==> src/rtl/n_search.sv <==
// n_search: binary-search controller driving the b side of a magnitude comparator.
// It proposes guesses, consumes gt/eq/lt feedback about a hidden secret and
// narrows [lo, hi] until eq reports the secret.
//
//   state | meaning
//   ------+-----------------------------------------------------------
//   IDLE  | after reset, waiting for start
//   PROBE | guess on the bus, waiting for qualified feedback
//   DONE  | secret found, found/steps held until start or reset
//   ERR   | inconsistent or illegal feedback, state held until start
//
// All outputs come from flops. The next guess is computed from the next lo/hi
// and registered, so feedback never reaches an output combinationally.
module n_search #(
   parameter int WIDTH  = 4,
   parameter int STEP_W = 4
) (
   input  logic              clk,
   input  logic              rst_n,
   input  logic              start,
   output logic [WIDTH-1:0]  guess,
   output logic              guess_valid,
   input  logic              fb_valid,
   input  logic              gt,
   input  logic              eq,
   input  logic              lt,
   output logic              busy,
   output logic              done,
   output logic              err,
   output logic [WIDTH-1:0]  found,
   output logic [STEP_W-1:0] steps
);

   typedef enum logic [1:0] {
      IDLE  = 2'd0,
      PROBE = 2'd1,
      DONE  = 2'd2,
      ERR   = 2'd3
   } state_t;

   localparam logic [WIDTH-1:0]  RANGE_MAX = {WIDTH{1'b1}};
   localparam logic [STEP_W-1:0] STEP_MAX  = {STEP_W{1'b1}};

   state_t             state;
   state_t             state_nxt;
   logic [WIDTH-1:0]   lo;
   logic [WIDTH-1:0]   hi;
   logic [WIDTH-1:0]   lo_nxt;
   logic [WIDTH-1:0]   hi_nxt;
   logic [WIDTH-1:0]   found_nxt;
   logic [STEP_W-1:0]  steps_nxt;
   logic [WIDTH-1:0]   guess_nxt;
   logic [WIDTH-1:0]   mid;
   logic               accept;

   // Midpoint with a one-bit-wider sum so lo+hi never overflows.
   function automatic logic [WIDTH-1:0] mid_of(input logic [WIDTH-1:0] a,
                                               input logic [WIDTH-1:0] b);
      logic [WIDTH:0] sum;
      sum = {1'b0, a} + {1'b0, b};
      return WIDTH'(sum >> 1);
   endfunction

   assign mid    = mid_of(lo, hi);
   assign accept = (state == PROBE) && fb_valid && guess_valid;

   // State register.
   always_ff @(posedge clk or negedge rst_n) begin
      if (!rst_n) begin
         state <= IDLE;
      end else begin
         state <= state_nxt;
      end
   end

   // Next-state and next-datapath decode; every register holds by default.
   always_comb begin
      state_nxt = state;
      lo_nxt    = lo;
      hi_nxt    = hi;
      found_nxt = found;
      steps_nxt = steps;

      case (state)
         IDLE, DONE, ERR: begin
            // start wins over any feedback present in the same cycle
            if (start) begin
               state_nxt = PROBE;
               lo_nxt    = '0;
               hi_nxt    = RANGE_MAX;
               found_nxt = '0;
               steps_nxt = '0;
            end
         end
         PROBE: begin
            if (accept) begin
               if (steps != STEP_MAX) begin
                  steps_nxt = steps + STEP_W'(1);
               end
               case ({gt, eq, lt})
                  3'b010: begin
                     found_nxt = mid;
                     state_nxt = DONE;
                  end
                  3'b100: begin
                     // mid==hi means the responder contradicts earlier answers
                     if (mid == hi) begin
                        state_nxt = ERR;
                     end else begin
                        lo_nxt = mid + WIDTH'(1);
                     end
                  end
                  3'b001: begin
                     if (mid == lo) begin
                        state_nxt = ERR;
                     end else begin
                        hi_nxt = mid - WIDTH'(1);
                     end
                  end
                  default: begin
                     state_nxt = ERR;
                  end
               endcase
            end
         end
         default: begin
            state_nxt = IDLE;
         end
      endcase

      // Guess tracks the midpoint of the range we are about to probe; outside
      // PROBE the last guess is simply held.
      guess_nxt = guess;
      if (state_nxt == PROBE) begin
         guess_nxt = mid_of(lo_nxt, hi_nxt);
      end
   end

   // Datapath and output registers.
   always_ff @(posedge clk or negedge rst_n) begin
      if (!rst_n) begin
         lo          <= '0;
         hi          <= '0;
         found       <= '0;
         steps       <= '0;
         guess       <= '0;
         guess_valid <= 1'b0;
         busy        <= 1'b0;
         done        <= 1'b0;
         err         <= 1'b0;
      end else begin
         lo          <= lo_nxt;
         hi          <= hi_nxt;
         found       <= found_nxt;
         steps       <= steps_nxt;
         guess       <= guess_nxt;
         guess_valid <= (state_nxt == PROBE);
         busy        <= (state_nxt == PROBE);
         done        <= (state_nxt == DONE);
         err         <= (state_nxt == ERR);
      end
   end

endmodule

==> config.mk <==
export PLATFORM = sky130hd
export DESIGN_NAME = n_search
export DESIGN_NICKNAME = d
export VERILOG_FILES = /design/src/rtl/n_search.sv
export SDC_FILE = /design/constraint.sdc
export NUM_CORES = 1
export LEC_CHECK = 0
export BUFFER_PORTS_ARGS = -buffer_cell sky130_fd_sc_hd__clkbuf_2
export CAP_MARGIN = 20
export CELL_PAD_IN_SITES_DETAIL_PLACEMENT = 1
export CELL_PAD_IN_SITES_GLOBAL_PLACEMENT = 2
export CORE_UTILIZATION = 32
export CTS_BUF_LIST = sky130_fd_sc_hd__clkbuf_8 sky130_fd_sc_hd__clkbuf_16
export DETAILED_ROUTE_END_ITERATION = 8
export GPL_TIMING_DRIVEN = 0
export PLACE_DENSITY_LB_ADDON = 0.1
export SLEW_MARGIN = 5
export SYNTH_ARGS = -nofsm -noshare
export SYNTH_HDL_FRONTEND = slang
export SYNTH_SLANG_ARGS = --single-unit
==> constraint.sdc <==
create_clock -name clk -period 3.7 [get_ports clk]
set_input_delay 0.37 -clock clk [delete_from_list [all_inputs] [get_ports clk]]
set_output_delay 0.37 -clock clk [all_outputs]
set_load 0.05 [all_outputs]
==> flow_summary.yaml <==
run_status:
  run_status: "finished clean"
clocking:
  cts.sinks: 25
  clock_insertion_delay_worst_skew_ps: 260
  worst_setup_hold_path_clk_slew_ps: 90
  ctsHtreeMaxLevel: 1
  cts_tree: "built"
  tritoncts.num_buffers: 3
  cts-root-to-sink-buffers: 2
  holdBufCountCts: 0
  clock-root-buffer: "clkbuf_8"
detailed_routing:
  drtIter0Drc: 21
  drc: 0
  drt-total-wl_mm: 4.12
  detail-route-antenna-nets: 0
  drtPass1Iterations: 4
  route.detailed.wl_per_inst_um: 15.1
  via_per_inst: 4.85
  total_via_count_in_the_routed_design: 1320
floorplan:
  ioPinCount: 23
  core_area_um2: 4750
  die_area_um2: 5280
  die-height_um: 72.6
  die_w_um: 72.6
  std_cell_rows: 25
  initial_utilization: 0.336
layout:
  final-instance-count-excl-fill: 272
  final_layout_size_suffix_gt1_frac: 0.346
  n_antenna_cell: 0
  register_area_um2: 628
  fill_cells: 553
  area_delta_synth_final_pct: 29.4
  final_net_count: 223
  multi_input_comb_area_um2: 991
critical_path:
  critical_path.max_fanout: 5
  worst_path_max_stage_delay_ps: 440
  critPathSlowestCell: "dfrtp_2"
  critical_path.top_delay_family: "simple AND/OR/NAND/NOR gates"
  setup.worst_path.end_class: "flop"
  cp_cell_sequence: "and2_4, fa_2, nand3_1, a21oi_1, nor4_4, a2111oi_4, buf_4, buf_4, buf_4, o31a_1, fa_1, nor2b_1, o21ai_1, nand2b_1, mux2_4"
  setup.worst_path.class: "flop to flop"
  worst_ep_arrival_time_ps: 3770
  timing.critical_path.mode_cell: "buf_4"
  worst_path_bufs_invs: 3
  worst-endpoint-required_ps: 3910
  critical_path.startpoint_type: "flop"
sta:
  timing.final.hold_violations: 0
  post-route-worst-setup-slack_ps: 145
  finalWorstPathRequiredPeriod_ps: 3550
  highest_clock_rate_ghz: 0.281
  finalCritPeriodShare: 0.961
  worst_pin_slew_ps: 654
  setup-violations-final: 0
  final_max_slew_viol_count: 0
  slew-limit-headroom: 0.560
  final.setup_skew_ps: 3.54
grt:
  antenna_found_initial: 0
  track_usage: 0.173
  grt_pass1_vias: 1438
  overflow_left_after_global_routing: 0
  grt_start_max_net_pins: 26
  wire_length_of_the_first_global_routing_pass_mm: 6.95
yosys:
  post_synth_inst_count: 159
  synth_async_sr_flop_share: 1.00
  synth_enable_flop_cells: 0
  post_synth_most_frequent_cells: "25 x dfrtp_1, 16 x o21ai_0, 14 x nand2_1"
  synth_cell_type_count: 39
  syn-cell-area_um2: 1600
  yosys_warnings: 0
  synthDominantCellAreaShare: 0.392
  yosysMostFrequentCell: "dfrtp_1"
  synth_largest_area_cell: "dfrtp_1"
  postSynthNetCount: 176
  ys_ff_latch: 25
  netlist_top_cells_area: "dfrtp_1 39%, ha_1 6.3%, o21ai_0 5.0%"
  register_area_share_after_synthesis: 0.392
  dominantRegCellSynth: "dfrtp_1"
  syn_avg_cell_area_um2: 10.0
flow_run:
  cap_violations: 0
placed_design:
  numPlacedInstances: 248
  dpl.hpwl_mm: 3.07
  globalplace.congestion: 0.810
  preCtsSetupSlack_ps: -391
  portBuffers: 22
hold_path:
  holdCritPathClass: "input port to async pin"
## worst register-to-register path: stages (launching register included)
cell       delay (ps)
dfrtp_2           440
and2_4            180
fa_2              440
nand3_1           180
a21oi_1           120
nor4_4            400
a2111oi_4         160
buf_4             170
buf_4             130
buf_4             150
o31a_1            280
fa_1              400
nor2b_1           150
o21ai_1            70
nand2b_1           90
mux2_4            140
## cells in the final DEF, fill, tap and decap left out, types with 3 or more instances in the layout
cell	Yosys	final
ha_1	8	7
xnor2_1	7	6
nand3_1	7	7
nand2b_1	4	4
xor2_1	8	6
and2_1	6	5
o21ai_0	16	15
nor3_1	6	6
inv_1	7	8
dfrtp_1	25	23
nor2_1	6	6
nand2_1	14	12
a21oi_1	8	8
clkbuf_8	0	3
clkbuf_2	0	22
buf_4	1	22
## layer usage
metal	global-route usage	wire, um
met5	0	0
met4	0.0458	29
met3	0.0207	60
met2	0.312	2130
met1	0.218	1900
## path summary, 6_finish.rpt
| kind | startpoint | to | slack, ps | cells after the start |
|---|---|---|---|---|
| worst min register to register | found[3]$_DFFE_PN0P_ | found[3]$_DFFE_PN0P_ | 510 | 2 |
| worst min-delay path | rst_n | steps[1]$_DFFE_PN0P_ | 120 | 1 |
| worst max-delay path | lo[0]$_DFF_PN0_ | guess[3]$_DFFE_PN0N_ | 150 | 15 |
| max in group asynchronous | rst_n | hi[0]$_DFF_PN0_ | 3130 | 1 |
| worst max register to register | lo[0]$_DFF_PN0_ | guess[3]$_DFFE_PN0N_ | 150 | 15 |
| min in group clk | start | lo[0]$_DFF_PN0_ | 460 | 4 |
## logic make-up (layout without fill, tap and decap cells)
family / count (synthesis) / in the layout / synth area share
multiplexers: 3 / 3 / 0.0219
buffers and inverters: 13 / 59 / 0.0337
flip-flops: 25 / 25 / 0.392
AO/OA/AOI/OAI: 38 / 38 / 0.178
XOR/XNOR: 16 / 16 / 0.0925
adder cells (fa/ha/maj): 10 / 10 / 0.0878
AND/OR/NAND/NOR: 54 / 54 / 0.194
## sequential cells by signal, indices dropped and copies added (netlist names)
register	cells
found	4
guess	4
hi	4
lo	4
steps	4
state	2
busy	1
done	1
err	1
## repair_timing
action	4_1_cts	5_1_grt
pin swaps	2	9
setup buffers	8	13
resized for setup	2	14
setup endpoints to repair	3	3
## area by class of cell
class,count,area share
multi-input combinational,121,0.480
sequential,25,0.304
timing repair buffer,43,0.130
tap,67,0.0406
clock buffer,3,0.0200
inverter,8,0.0145
buffer,4,0.00969
clock inverter,1,0.00182
## metrics by stage
step           instance area [um2]   util  setup TNS [ps]  hold slack (ps)
4_1_cts                       1900  0.400               0              129
3_3_place_gp                  1790  0.377            -557              426
6_report                      2070  0.434               0              116
5_1_grt                       2070  0.434           -54.0              160
2_1_floorplan                 1600      -               0             74.4
3_5_place_dp                  1790  0.377            -598              431
Power is not shown: default switching activity piles up to over one toggle a cycle in this logic, so the estimate is an artifact.
